`config.mk`:
```
export PLATFORM = sky130hd
export DESIGN_NAME = mul_shift_add_16bit
export DESIGN_NICKNAME = d
export VERILOG_FILES = /design/src/rtl/alu_pkg.sv /design/src/rtl/rshift_32bit.sv /design/src/rtl/mul_shift_add_16bit.sv
export SDC_FILE = /design/constraint.sdc
export NUM_CORES = 1
export LEC_CHECK = 0
export CORE_AREA = 2 2 110 112
export CTS_CLUSTER_DIAMETER = 60
export CTS_CLUSTER_SIZE = 16
export DETAILED_ROUTE_END_ITERATION = 6
export DIE_AREA = 0 0 112 114
export GPL_TIMING_DRIVEN = 0
export MAX_ROUTING_LAYER = met4
export PLACE_DENSITY_LB_ADDON = 0.3
export SYNTH_ARGS = -nofsm -noshare
export SYNTH_HDL_FRONTEND = slang
export SYNTH_HIERARCHICAL = 1
export SYNTH_SLANG_ARGS = --single-unit
```
`constraint.sdc`:
```
create_clock -name clk -period 3.3 [get_ports clk]
set_input_delay 0.495 -clock clk [delete_from_list [all_inputs] [get_ports clk]]
set_output_delay 0.495 -clock clk [all_outputs]
set_load 0.01 [all_outputs]
```
`src/rtl/alu_pkg.sv`:
```
// Shared ALU definitions: multiplier FSM state encoding and sizing constants.
// Imported by the shift-add multiplier and its helpers.
package alu_pkg;

  localparam int MUL_WIDTH = 16;
  localparam int MUL_CNT_W = 5;

  typedef enum logic [1:0] {
    ST_IDLE = 2'd0,
    ST_CALC = 2'd1,
    ST_DONE = 2'd2
  } mul_state_e;

endpackage

```
`src/rtl/rshift_32bit.sv`:
```
// Combinational 32-bit logical right shift, zero fill.
// Ports: i_data (32), i_amt (5) -> o_data (32).
module rshift_32bit (
  input  logic [31:0] i_data,
  input  logic [4:0]  i_amt,
  output logic [31:0] o_data
);

  assign o_data = i_data >> i_amt;

endmodule

```
`src/rtl/mul_shift_add_16bit.sv`:
```
// Iterative 16x16->32 unsigned shift-and-add multiplier, valid/ready in and out.
// Ports: clk, rst_n (async, active-low); in_valid/in_ready, mcand, mplr;
//   out_valid/out_ready, product (32), zero, hi_nz.
// Option: define MUL_EARLY_TERM_EN to finish early once the multiplier is spent.
module mul_shift_add_16bit
  import alu_pkg::*;
#(
  parameter int WIDTH = MUL_WIDTH,
  parameter int CNT_W = MUL_CNT_W
) (
  input  logic               clk,
  input  logic               rst_n,
  input  logic               in_valid,
  output logic               in_ready,
  input  logic [WIDTH-1:0]   mcand,
  input  logic [WIDTH-1:0]   mplr,
  output logic               out_valid,
  input  logic               out_ready,
  output logic [2*WIDTH-1:0] product,
  output logic               zero,
  output logic               hi_nz
);

  mul_state_e         r_state;
  logic [WIDTH-1:0]   r_a;
  logic [WIDTH-1:0]   r_m;
  logic [2*WIDTH:0]   r_p;
  logic [CNT_W-1:0]   r_cnt;
  logic               r_out_valid;
  logic [2*WIDTH-1:0] r_product;
  logic               r_zero;
  logic               r_hi_nz;

  logic [WIDTH-1:0]   w_addend;
  logic [WIDTH:0]     w_hi;
  logic [2*WIDTH:0]   w_p_next;
  logic [CNT_W-1:0]   w_cnt_next;
  logic               w_finish;
  logic [2*WIDTH-1:0] w_fin;

  assign w_addend   = r_m[0] ? r_a : '0;
  // P[32] is always 0 after a shift, so the 17-bit sum cannot overflow
  assign w_hi       = r_p[2*WIDTH:WIDTH] + {1'b0, w_addend};
  assign w_p_next   = {w_hi, r_p[WIDTH-1:0]} >> 1;
  assign w_cnt_next = r_cnt + CNT_W'(1);

`ifdef MUL_EARLY_TERM_EN
  logic [2*WIDTH-1:0] w_early;

  // Remaining iterations would only shift; do them in one step
  rshift_32bit u_rshift (
    .i_data (r_p[2*WIDTH-1:0]),
    .i_amt  (CNT_W'(WIDTH) - r_cnt),
    .o_data (w_early)
  );

  always_comb begin
    w_finish = (w_cnt_next == CNT_W'(WIDTH));
    w_fin    = w_p_next[2*WIDTH-1:0];
    if (r_m == '0) begin
      w_finish = 1'b1;
      w_fin    = w_early;
    end
  end
`else
  always_comb begin
    w_finish = (w_cnt_next == CNT_W'(WIDTH));
    w_fin    = w_p_next[2*WIDTH-1:0];
  end
`endif

  always_ff @(posedge clk or negedge rst_n) begin
    if (!rst_n) begin
      r_state     <= ST_IDLE;
      r_a         <= '0;
      r_m         <= '0;
      r_p         <= '0;
      r_cnt       <= '0;
      r_out_valid <= 1'b0;
      r_product   <= '0;
      r_zero      <= 1'b0;
      r_hi_nz     <= 1'b0;
    end else begin
      unique case (r_state)
        ST_IDLE: begin
          if (in_valid) begin
            r_a     <= mcand;
            r_m     <= mplr;
            r_p     <= '0;
            r_cnt   <= '0;
            r_state <= ST_CALC;
          end
        end
        ST_CALC: begin
          r_p   <= w_p_next;
          r_m   <= r_m >> 1;
          r_cnt <= w_cnt_next;
          if (w_finish) begin
            r_product   <= w_fin;
            r_zero      <= (w_fin == '0);
            r_hi_nz     <= |w_fin[2*WIDTH-1:WIDTH];
            r_out_valid <= 1'b1;
            r_state     <= ST_DONE;
          end
        end
        ST_DONE: begin
          if (out_ready) begin
            r_out_valid <= 1'b0;
            r_state     <= ST_IDLE;
          end
        end
        default: begin
          r_out_valid <= 1'b0;
          r_state     <= ST_IDLE;
        end
      endcase
    end
  end

  assign in_ready  = (r_state == ST_IDLE);
  assign out_valid = r_out_valid;
  assign product   = r_product;
  assign zero      = r_zero;
  assign hi_nz     = r_hi_nz;

endmodule

```
After elaboration in Yosys (flattened, before gate mapping)
Index checks and enable logic that the tools add are counted.
{"block": "word_totals", "register_bits": 107, "out_inout_bits": 36}
{"block": "op_classes", "reduce_logical": 9, "add_sub_neg": 2, "bitwise": 1, "n_eq_ne": 6, "mux": 14}
{"cell": "33-bit case mux with 2 select lines", "count": 1}
{"cell": "33-bit two-way mux", "count": 1}
{"cell": "32-bit zero test", "count": 1}
{"cell": "16-bit two-way mux", "count": 2}
{"cell": "16-bit case mux with 2 select lines", "count": 1}
{"cell": "17-bit by 16-bit adder with 17-bit output", "count": 1}
{"cell": "16-bit OR reduction", "count": 1}
{"cell": "5-bit case mux with 2 select lines", "count": 1}
{"cell": "2-bit two-way mux", "count": 3}
{"cell": "2-bit != test (second input constant)", "count": 3}
{"cell": "2-bit case mux with 3 select lines", "count": 1}
{"cell": "2-bit AND reduction", "count": 3}
{"cell": "3-bit AND reduction", "count": 2}
{"cell": "5-bit by 1-bit adder with 5-bit output (second input constant)", "count": 1}
{"cell": "5-bit equality test (second input constant)", "count": 1}
{"cell": "5-bit two-way mux", "count": 1}
{"cell": "1-bit case mux with 3 select lines", "count": 1}
{"cell": "2-bit by 1-bit equality test with 1-bit output (second input constant)", "count": 1}
{"cell": "2-bit equality test (second input constant)", "count": 1}
{"cell": "2-bit zero test", "count": 1}
{"cell": "1-bit two-way mux", "count": 2}
{"cell": "2-bit nonzero test", "count": 1}
{"cell": "1-bit NOT", "count": 1}

Longest topological paths before layout
Gate-level depths: netlist of run 1.
{"block": "logic_depth", "ltp_word": 4, "ltp_mapped": 11}

Worst setup path after synthesis of run 1
OpenSTA, ideal clock, no wires.
{"block": "synth_timing", "path_kind": "register to register", "startpoint": "register r_m[0]", "endpoint": "register r_zero (netlist: zero)", "n_path_buf": 0, "period_less_slack_ns": 2.925, "t_arrival_ns": 2.805, "required_time_ns": 3.180, "setup_slack_ns": 0.375, "stages_incl_launch_ff": 11, "setup_time_ns": 0.120, "path_cell_list": "dfrtp_1 -> and2_1 -> ha_1 -> fa_1 -> a21o_2 -> a221oi_4 -> o211ai_4 -> a2111o_1 -> o311ai_2 -> and4b_1 -> a31o_1"}
{"block": "synth_via", "elab_chain_cells": 3}
{"item": "start, declared", "line_no": "mul_shift_add_16bit.sv:26", "text": "logic [WIDTH-1:0] r_m;"}
{"item": "start signal, assigned", "line_no": "mul_shift_add_16bit.sv:88", "text": "r_m <= mplr;"}
{"item": "start signal, assigned", "line_no": "mul_shift_add_16bit.sv:96", "text": "r_m <= r_m >> 1;"}
{"item": "16-bit two-way mux", "line_no": "mul_shift_add_16bit.sv:41", "text": "assign w_addend = r_m[0] ? r_a : '0;"}
{"item": "17-bit by 16-bit adder with 17-bit output", "line_no": "mul_shift_add_16bit.sv:43", "text": "assign w_hi = r_p[2*WIDTH:WIDTH] + {1'b0, w_addend};"}
{"item": "32-bit zero test", "line_no": "mul_shift_add_16bit.sv:100", "text": "r_zero <= (w_fin == '0);"}
{"item": "end signal, assigned", "line_no": "mul_shift_add_16bit.sv:100"}
{"item": "end, declared", "line_no": "mul_shift_add_16bit.sv:31", "text": "logic r_zero;"}
Every way passes these cells.
A chain may end at the register's enable or synchronous reset.

Worst setup path after layout of run 1
Same ends and word-level chain as after synthesis.

==> flow_metrics.tcl, run 1 <==
set metrics [dict create \
    finalWorstSetupSlack_ns 0.151 \
    die_boundary_height_um 114 \
    wire_per_inst_um 15.4 \
    floorplan.die_area_mm2 0.0128 \
    critical_path_arrival_ns 3.40 \
    max_cap_violations 0 \
    crit_path_max_incr_delay_ns 0.46 \
    cts_sinks 105 \
    n_antenna_cell 0 \
    cell_pwr_density_mw_per_mm2 871 \
    min_period_ns 3.15 \
    regToRegStartpoint "r_m[0]" \
    setup-violations-final 0 \
    detailroute.via_count 4086 \
    finalHoldWorstSlack_ns 0.162 \
    iteration_count_of_the_initial_detailed_routing_pass 4 \
    area_growth_pct 24.5 \
    grtUsageTotal 0.198 \
    clock-skew-final_ns 0.0124 \
    rr_worst_depth 11 \
    route.detailed.vias_per_inst 5.40 \
    critical_path.slowest_cell "sky130_fd_sc_hd__dfrtp_2" \
    antenna_found_initial 0 \
    number_of_h_tree_levels 3 \
    syn_area_mm2 0.00508 \
    postSynth.topFlopCell "sky130_fd_sc_hd__dfrtp_1" \
    route.final.wire_length_mm 11.7 \
    grt_setup_unrepaired "false" \
    hold_viol 0 \
    cts_inserted_buffers 9 \
    finish.net_count 659 \
    ctsLongestPathBuffers 2 \
    core_mm2 0.0117 \
    cp-end-kind "register" \
    clk_transition_reported_paths_ns 0.08 \
    leakagePower_nw 2.80 \
    synth.distinct_cells 55 \
    tightest_slew_ns 0.879 \
    dp_hpwl_mm 8.65 \
    synth_area_leaders "sky130_fd_sc_hd__dfrtp_1 52%, sky130_fd_sc_hd__nand2_1 11%, sky130_fd_sc_hd__o21ai_0 5.6%" \
    post_synthesis_instance_total 521 \
    crit_required_ns 3.55 \
    worstReg2RegEnd "zero" \
    r2r_slack_ns 0.15 \
    detail-route-antenna-nets 0 \
    overflow 0 \
    most_frequent_cell_after_synthesis "sky130_fd_sc_hd__nand2_1" \
    crit_type "register to register" \
    max_slew_margin 0.412 \
    yosys.area.top_type "sky130_fd_sc_hd__dfrtp_1" \
    synth.top_cells.by_count "144 x sky130_fd_sc_hd__nand2_1, 105 x sky130_fd_sc_hd__dfrtp_1, 57 x sky130_fd_sc_hd__o21ai_0" \
    critical_path_peak_fanout 8 \
    initialDrtViolationCount 266 \
    pin_count 72 \
    floorplan.initialDensity 0.434 \
    timing.critical_path.from_type "register" \
    avgSynthCellArea_um2 9.76 \
    cts_tree "done" \
    fin_crit_sh 0.954 \
    wire_length_of_the_first_global_routing_pass_mm 19.5 \
    ys_seq_elements 105 \
    floorplan.die.width_um 112 \
    synthDominantCellAreaShare 0.517 \
    worst_ir_drop_vdd_v 0.000359 \
    drcViolationCount 0 \
    cp_cell_sequence "and2_1, ha_1, fa_2, a21o_2, a221oi_4, buf_6, o211ai_4, a2111o_1, o311ai_2, and4b_1, a31o_1" \
    max_freq_ghz 0.318 \
    core.rowCount 40 \
    number_of_global_route_vias_before_repair 4057 \
    pre_cts_ws_ns 0.0206 \
    syn_nets 575 \
    buffer_ports.inserted 71 \
    synth_async_sr_flop_share 1.00 \
    cts_root_buf "sky130_fd_sc_hd__clkbuf_16" \
    run_status "complete, no violations" \
    clock_latency_of_the_later_clocked_register_in_the_worst_skew_pair_ns 0.36 \
    count_of_flip_flops_with_a_built_in_enable_after_synthesis 0 \
    timing.final.max_slew_violations 0 \
    gp_congestion 0.917 \
    synth_seq_area_share 0.517 \
    largest_net_degree_at_the_start_of_global_routing 57 \
    hold_path.class "primary input to async pin" \
    synth_warnings 6 \
    holdBufCountCts 0 \
    layout-drive-gt1-share 0.0885 \
]
-- cells by family after synthesis --
group           after synthesis  synth area share
buf+inv                      29            0.0229
fa+ha+maj                    18            0.0458
flops                       105             0.517
mux                          31            0.0650
compound gates              113             0.142
xor+xnor                     13            0.0224
simple gates                212             0.185
-- repair_timing --
item / 4_1_cts / 5_1_grt
buffers inserted: 0 / 1
endpoints found under the setup margin: 1 / 2
pin swaps: 0 / 1
resized for setup: 1 / 6
-- worst max-delay path, delay by kind of cell (launching register included) --
family / cells / cell delay [ns]
DFF: 1 / 0.46
and+or+nand+nor: 2 / 0.42
AOI/OAI and AO/OA: 6 / 1.42
adders and majority gates: 2 / 0.58
buffers and inverters: 1 / 0.16
-- per-layer routing --
layer / vias to the layer above / wire length [um] / track usage
met2: 110 / 5470 / 0.312
met5: - / 0 / -
met1: 1985 / 5380 / 0.262
met3: 13 / 582 / 0.0271
met4: 0 / 253 / 0.0821
li1: 1978 / - / -
-- registers in the layout, indices dropped and copies added, names as in the netlist --
register / count
r_p: 31
r_state: 2
product: 32
r_a: 16
out_valid: 1
r_cnt: 5
zero: 1
r_m: 16
hi_nz: 1
-- layout make-up --
type / count / area [um2]
sequential: 105 / 2630
tap: 147 / 184
fill: 1074 / 5380
timing repair buffer: 73 / 747
buffer: 27 / 110
multi-input combinational: 387 / 2360
clock inverter: 7 / 70.1
clock buffer: 9 / 225
inverter: 2 / 7.51
-- power breakdown --
part           leakage, nW  internal, W  switching, W  total, W
sequential            1.37      0.00179      0.000348   0.00214
combinational         1.29      0.00103       0.00127   0.00231
clock                0.142     0.000534      0.000535   0.00107
-- placed cells by master, fill, tap and decap left out, types with 4 or more instances in the layout --
master / netlist / final
sky130_fd_sc_hd__dfrtp_1: 105 / 104
sky130_fd_sc_hd__mux2i_1: 15 / 15
sky130_fd_sc_hd__o211ai_1: 4 / 4
sky130_fd_sc_hd__clkbuf_1: 24 / 23
sky130_fd_sc_hd__xnor2_1: 6 / 6
sky130_fd_sc_hd__and2_1: 17 / 17
sky130_fd_sc_hd__xor2_1: 7 / 7
sky130_fd_sc_hd__a21oi_1: 15 / 15
sky130_fd_sc_hd__nand3_1: 4 / 4
sky130_fd_sc_hd__o21ai_0: 57 / 57
sky130_fd_sc_hd__clkdlybuf4s50_1: 0 / 70
sky130_fd_sc_hd__ha_1: 17 / 17
sky130_fd_sc_hd__nor2_1: 17 / 17
sky130_fd_sc_hd__clkbuf_16: 0 / 9
sky130_fd_sc_hd__mux2_2: 16 / 16
sky130_fd_sc_hd__o22ai_1: 10 / 10
sky130_fd_sc_hd__nor4_1: 4 / 4
sky130_fd_sc_hd__nand2_1: 144 / 144
sky130_fd_sc_hd__nor3_1: 4 / 4
-- metrics by stage --
stage	cells	setup TNS [ns]	utilization	instance area, um2	total power [W]
4_1_cts	756	0	0.538	6300	0.00551
6_report	757	0	0.540	6330	0.00551
5_1_grt	757	0	0.540	6330	0.00591
2_1_floorplan	521	0	-	5080	0.00357
3_3_place_gp	739	-230.71	0.510	5980	0.00432
3_5_place_dp	740	0	0.513	6000	0.00443
-- how the worst max path moves through the flow --
stage            from      end  slack (ns)  cells after the start
6_report       r_m[0]     zero        0.15                     11
5_1_grt        r_m[0]    hi_nz        0.02                     11
4_1_cts        r_m[0]    hi_nz        0.08                     10
3_5_place_dp   r_m[0]    hi_nz        0.02                     10
3_3_place_gp    rst_n  r_a[11]       -2.20                      1
2_1_floorplan  r_m[0]     zero        0.38                     10
No activity file was read; power rests on OpenSTA's default activity.
==> inputs of run 2 (changes only) <==
==> constraint.sdc (replaced) <==
create_clock -name clk -period 3.1 [get_ports clk]
set_input_delay 0.465 -clock clk [delete_from_list [all_inputs] [get_ports clk]]
set_output_delay 0.465 -clock clk [all_outputs]
set_load 0.01 [all_outputs]
==> run 2 against run 1 <==
Compared with the run above:
- critical path depth is the same
- via count up 0.20%
- clock-buffer cell count stayed put
- cell count grew 0.53%
- sequential cell count stayed put
- register-to-register slack worse by 0.06 ns
- highest routed layer unchanged
- utilization rose by 0.75 points
- worst hold slack lost 0.030 ns
- cell area rose by 1.4%
- total power rose by 8.6%
==> flow_metrics.tcl, run 2 (synthesis gave the netlist of run 1 again) <==
set metrics [dict create \
    crit_required_ns 3.35 \
    leakagePower_nw 2.83 \
    wire_per_inst_um 15.6 \
    initialDrtViolationCount 219 \
    worst-path-buf-inv 1 \
    finalHoldWorstSlack_ns 0.132 \
    crit_type "register to register" \
    power.internal_w 0.00364 \
    cp-end-kind "register" \
    drcViolationCount 0 \
    finish.instance_area_mm2 0.00642 \
    combPwrFrac 0.430 \
    critical_path.slowest_cell "sky130_fd_sc_hd__dfrtp_2" \
    max_slew_margin 0.423 \
    area_growth_pct 26.2 \
    route.final.wire_length_mm 11.9 \
    mostFrequentLayoutCell "sky130_fd_sc_hd__nand2_1" \
    floorplan.die.width_um 112 \
    buffer_ports.inserted 71 \
    postPlaceCellArea_mm2 0.00600 \
    critical_path_arrival_ns 3.26 \
    gp_congestion 0.917 \
    timing.final.max_slew_violations 0 \
    setup-violations-final 0 \
    critical_path_peak_fanout 6 \
    timing.critical_path.from_type "register" \
    detail-route-antenna-nets 0 \
    total_switching_power_w 0.00234 \
    floorplan.die_area_mm2 0.0128 \
    iteration_count_of_the_initial_detailed_routing_pass 4 \
    clk_transition_reported_paths_ns 0.08 \
    cell_pwr_density_mw_per_mm2 933 \
    hold_path.class "primary input to async pin" \
    floorplan.initialDensity 0.434 \
    cts_tree "done" \
    cp_cell_sequence "and2_1, ha_2, fa_2, a21o_4, a221oi_4, buf_6, o211ai_4, a2111o_1, o311ai_4, and4b_1, a31o_1" \
    grtUsageTotal 0.198 \
    final.fill_count 1065 \
    number_of_h_tree_levels 3 \
    core.rowCount 40 \
    cts_inserted_buffers 9 \
    crit_path_max_incr_delay_ns 0.45 \
    cts_sinks 105 \
    ctsLongestPathBuffers 2 \
    die_boundary_height_um 114 \
    wire_length_of_the_first_global_routing_pass_mm 19.6 \
    overflow 0 \
    tightest_slew_ns 0.863 \
    pin_count 72 \
    antenna_found_initial 0 \
    max_freq_ghz 0.332 \
    layout_common_cells "144 x sky130_fd_sc_hd__nand2_1, 104 x sky130_fd_sc_hd__dfrtp_1, 70 x sky130_fd_sc_hd__clkdlybuf4s50_1" \
    max_cap_violations 0 \
    worst_path_dominant_cell_family "compound AO/OA/AOI/OAI gates" \
    clock-skew-final_ns 0.0121 \
    core_mm2 0.0117 \
    worst_ir_drop_vdd_v 0.000382 \
    fin_crit_sh 0.971 \
    n_antenna_cell 0 \
    min_period_ns 3.01 \
    finish.net_count 663 \
    seq_power_share 0.379 \
    largest_net_degree_at_the_start_of_global_routing 57 \
    cts_root_buf "sky130_fd_sc_hd__clkbuf_16" \
    max_ffs_per_register 32 \
    clockPowerShare 0.191 \
    route.detailed.vias_per_inst 5.38 \
    hold_viol 0 \
    number_of_global_route_vias_before_repair 4056 \
    detailroute.via_count 4094 \
    run_status "complete, no violations" \
    clock_latency_of_the_later_clocked_register_in_the_worst_skew_pair_ns 0.36 \
    layout-drive-gt1-share 0.106 \
    dp_hpwl_mm 8.65 \
    p_sw_frac 0.391 \
]
run 2: worst reg2reg max path, delay by kind of cell, from the launching register on:
family | cells | cell delay (ns)
AOI/OAI and AO/OA | 6 | 1.31
adders and majority gates | 2 | 0.56
DFF | 1 | 0.45
and+or+nand+nor | 2 | 0.41
buffers and inverters | 1 | 0.17
run 2: metrics by stage:
stage	total power, W	worst slack, ns	setup TNS (ns)	utilization	std cells
after floorplan	0.00380	0.175	0	-	521
after global placement	0.00460	-2.37	-248.86	0.510	739
after detailed placement	0.00472	-0.179	-0.333	0.513	740
after CTS	0.00589	0.0149	0	0.541	758
after global routing	0.00641	-0.00882	-0.0152	0.548	761
final	0.00599	0.0893	0	0.548	761
run 2: worst paths after layout:
path	cells past startpoint	endpoint	slack (ns)	from
hold / removal	1	r_m[9]	0.13	rst_n
min in group clk	2	product[10]	0.48	product[10]
max in group asynchronous	2	r_p[28]	2.27	rst_n
hold reg to reg	2	product[10]	0.48	product[10]
setup / recovery	11	zero	0.09	r_m[0]
setup reg to reg	11	zero	0.09	r_m[0]
run 2: area by class of cell:
cell class,instances,area (um2),area share
buffer,26,106,0.0166
clock buffer,9,225,0.0351
clock inverter,7,70.1,0.0109
inverter,2,7.51,0.00117
multi-input combinational,387,2410,0.376
sequential,105,2630,0.410
tap,147,184,0.0287
timing repair buffer,78,785,0.122
run 2: per-layer routing:
metal  GRT usage  up-vias  part of all wire
li1            -     1977                 -
met1       0.262     2007              0.47
met2       0.312       97              0.47
met3      0.0271       13             0.039
met4      0.0821        0             0.021
met5           -        -                 0
run 2: power by group through the flow:
stage | clock (W) | sequential (W) | combinational [W]
final | 0.00115 | 0.00227 | 0.00257
after global routing | 0.00120 | 0.00234 | 0.00287
after CTS | 0.00115 | 0.00227 | 0.00248
after detailed placement | 0 | 0.00229 | 0.00243
after global placement | 0 | 0.00227 | 0.00233
after floorplan | 0 | 0.00226 | 0.00154
run 2: what timing repair did:
action | 4_1_cts | 5_1_grt
setup endpoints to repair | 2 | 5
pin swaps | 2 | 6
resized for setup | 4 | 12
hold buffers | 0 | 0
setup buffers | 2 | 4
==> inputs of run 3 (changes only) <==
--- a/config.mk
+++ b/config.mk
@@ -5,14 +5,15 @@
 export SDC_FILE = /design/constraint.sdc
 export NUM_CORES = 1
 export LEC_CHECK = 0
+export CAP_MARGIN = 20
 export CORE_AREA = 2 2 110 112
 export CTS_CLUSTER_DIAMETER = 60
 export CTS_CLUSTER_SIZE = 16
 export DETAILED_ROUTE_END_ITERATION = 6
 export DIE_AREA = 0 0 112 114
 export GPL_TIMING_DRIVEN = 0
-export MAX_ROUTING_LAYER = met4
 export PLACE_DENSITY_LB_ADDON = 0.3
+export SKIP_CTS_REPAIR_TIMING = 1
 export SYNTH_ARGS = -nofsm -noshare
 export SYNTH_HDL_FRONTEND = slang
 export SYNTH_HIERARCHICAL = 1
==> run 3 against run 2 <==
Compared with the run above:
- clock-buffer cell count did not move
- register-to-register slack worse by 0.06 ns
- sequential cell count did not move
- largest power group unchanged
==> flow_metrics.tcl, run 3 (synthesis gave the netlist of run 1 again) <==
set metrics [dict create \
    setup-violations-final 0 \
    final.fill_count 1070 \
    critical_path.slowest_cell "sky130_fd_sc_hd__dfrtp_2" \
    max_slew_margin 0.416 \
    mostFrequentLayoutCell "sky130_fd_sc_hd__nand2_1" \
    core.rowCount 40 \
    area_growth_pct 26.1 \
    crit_required_ns 3.35 \
    timing.critical_path.from_type "register" \
    critical_path_peak_fanout 8 \
    route.detailed.vias_per_inst 5.36 \
    layout.area.seq_mm2 0.00263 \
    finish.instance_area_mm2 0.00641 \
    clock-skew-final_ns 0.00989 \
    clock_latency_of_the_later_clocked_register_in_the_worst_skew_pair_ns 0.36 \
    worst_ir_drop_vdd_v 0.000401 \
    worstSetupEndpoint "zero" \
    worstSetupStartpoint "r_m[0]" \
    finalWorstSetupSlack_ns 0.0268 \
    layout-drive-gt1-share 0.106 \
    wire_length_of_the_first_global_routing_pass_mm 19.5 \
    n_antenna_cell 0 \
    clk_transition_reported_paths_ns 0.08 \
    cell_pwr_density_mw_per_mm2 930 \
    detail-route-antenna-nets 0 \
    r2r_slack_ns 0.03 \
    cp_cell_sequence "and2_4, ha_4, fa_2, a21o_4, a221oi_4, buf_6, o211ai_4, a2111o_1, o311ai_4, and4b_1, a31o_1" \
    antenna_found_initial 0 \
    tns_ns 0 \
    cts_sinks 105 \
    hold_viol 0 \
    grtUsageTotal 0.192 \
    route.final.wire_length_mm 11.9 \
    core_mm2 0.0117 \
    totalPowerFinal_w 0.00596 \
    layout_common_cells "144 x sky130_fd_sc_hd__nand2_1, 104 x sky130_fd_sc_hd__dfrtp_1, 70 x sky130_fd_sc_hd__clkdlybuf4s50_1" \
    cts_root_buf "sky130_fd_sc_hd__clkbuf_16" \
    min_period_ns 3.07 \
    crit_path_max_incr_delay_ns 0.46 \
    multiInputGateArea_mm2 0.00241 \
    worst_path_dominant_cell_family "compound AO/OA/AOI/OAI gates" \
    wire_per_inst_um 15.6 \
    critical_path_arrival_ns 3.32 \
    floorplan.die_area_mm2 0.0128 \
    fin_crit_sh 0.991 \
    hold_path.class "primary input to async pin" \
    largest_net_degree_at_the_start_of_global_routing 57 \
    overflow 0 \
    regToRegStartpoint "r_m[0]" \
    max_ffs_per_register 32 \
    floorplan.die.width_um 112 \
    floorplan.initialDensity 0.434 \
    worst-path-buf-inv 1 \
    crit_type "register to register" \
    number_of_global_route_vias_before_repair 4060 \
    max_freq_ghz 0.325 \
    cts_inserted_buffers 9 \
    gp_congestion 0.902 \
    buffer_ports.inserted 71 \
    leakagePower_nw 2.83 \
    grt_setup_unrepaired "true" \
    cp-end-kind "register" \
    ctsLongestPathBuffers 2 \
    iteration_count_of_the_initial_detailed_routing_pass 4 \
    detailroute.via_count 4075 \
    initialDrtViolationCount 221 \
    timing.final.max_slew_violations 0 \
    postPlaceCellArea_mm2 0.00600 \
    run_status "complete, no violations" \
    die_boundary_height_um 114 \
    final_core_util 0.548 \
    max_cap_violations 0 \
    dp_hpwl_mm 8.65 \
    drcViolationCount 0 \
    cp_num_cells 11 \
    worstReg2RegEnd "zero" \
    tightest_slew_ns 0.873 \
    cts_tree "done" \
    pin_count 72 \
    number_of_h_tree_levels 3 \
    pre_cts_ws_ns -0.179 \
    finish.net_count 662 \
    rr_worst_depth 11 \
]
==> run 3: stage by stage <==
| step | std cells | hold slack (ns) |
|---|---|---|
| 3_5_place_dp | 740 | 0.466 |
| 3_3_place_gp | 739 | 0.463 |
| 5_1_grt | 760 | 0.181 |
| 2_1_floorplan | 521 | 0.169 |
| 6_report | 760 | 0.131 |
| 4_1_cts | 756 | 0.160 |
==> run 3: final cells by class <==
class                           instances  area share
Buffer                                 26      0.0166
Clock buffer                            9      0.0351
Clock inverter                          7      0.0109
Inverter                                2     0.00117
Multi-Input combinational cell        387       0.376
Sequential cell                       105       0.410
Tap cell                              147      0.0287
Timing Repair Buffer                   77       0.121
==> run 3: layer usage <==
metal  global-route usage  vias to the layer above  share of wire
met3               0.0361                       14          0.044
met1                0.261                     1991           0.47
met5                    0                        -              0
met2                0.313                       91           0.47
li1                     -                     1979              -
met4               0.0699                        0          0.018
==> run 3: where the power goes <==
| part | internal [W] | switching, W |
|---|---|---|
| Combinational | 0.00116 | 0.00139 |
| Sequential | 0.00190 | 0.000374 |
| Clock | 0.000568 | 0.000569 |
==> run 3: worst min-delay path by stage <==
stage                  endpoint  cells after the start   startpoint
floorplan                 hi_nz                      0        rst_n
global placement     product[7]                      2   product[7]
detailed placement  product[10]                      2  product[10]
CTS                      r_m[9]                      1        rst_n
global route             r_m[5]                      1        rst_n
finish                  r_m[10]                      1        rst_n
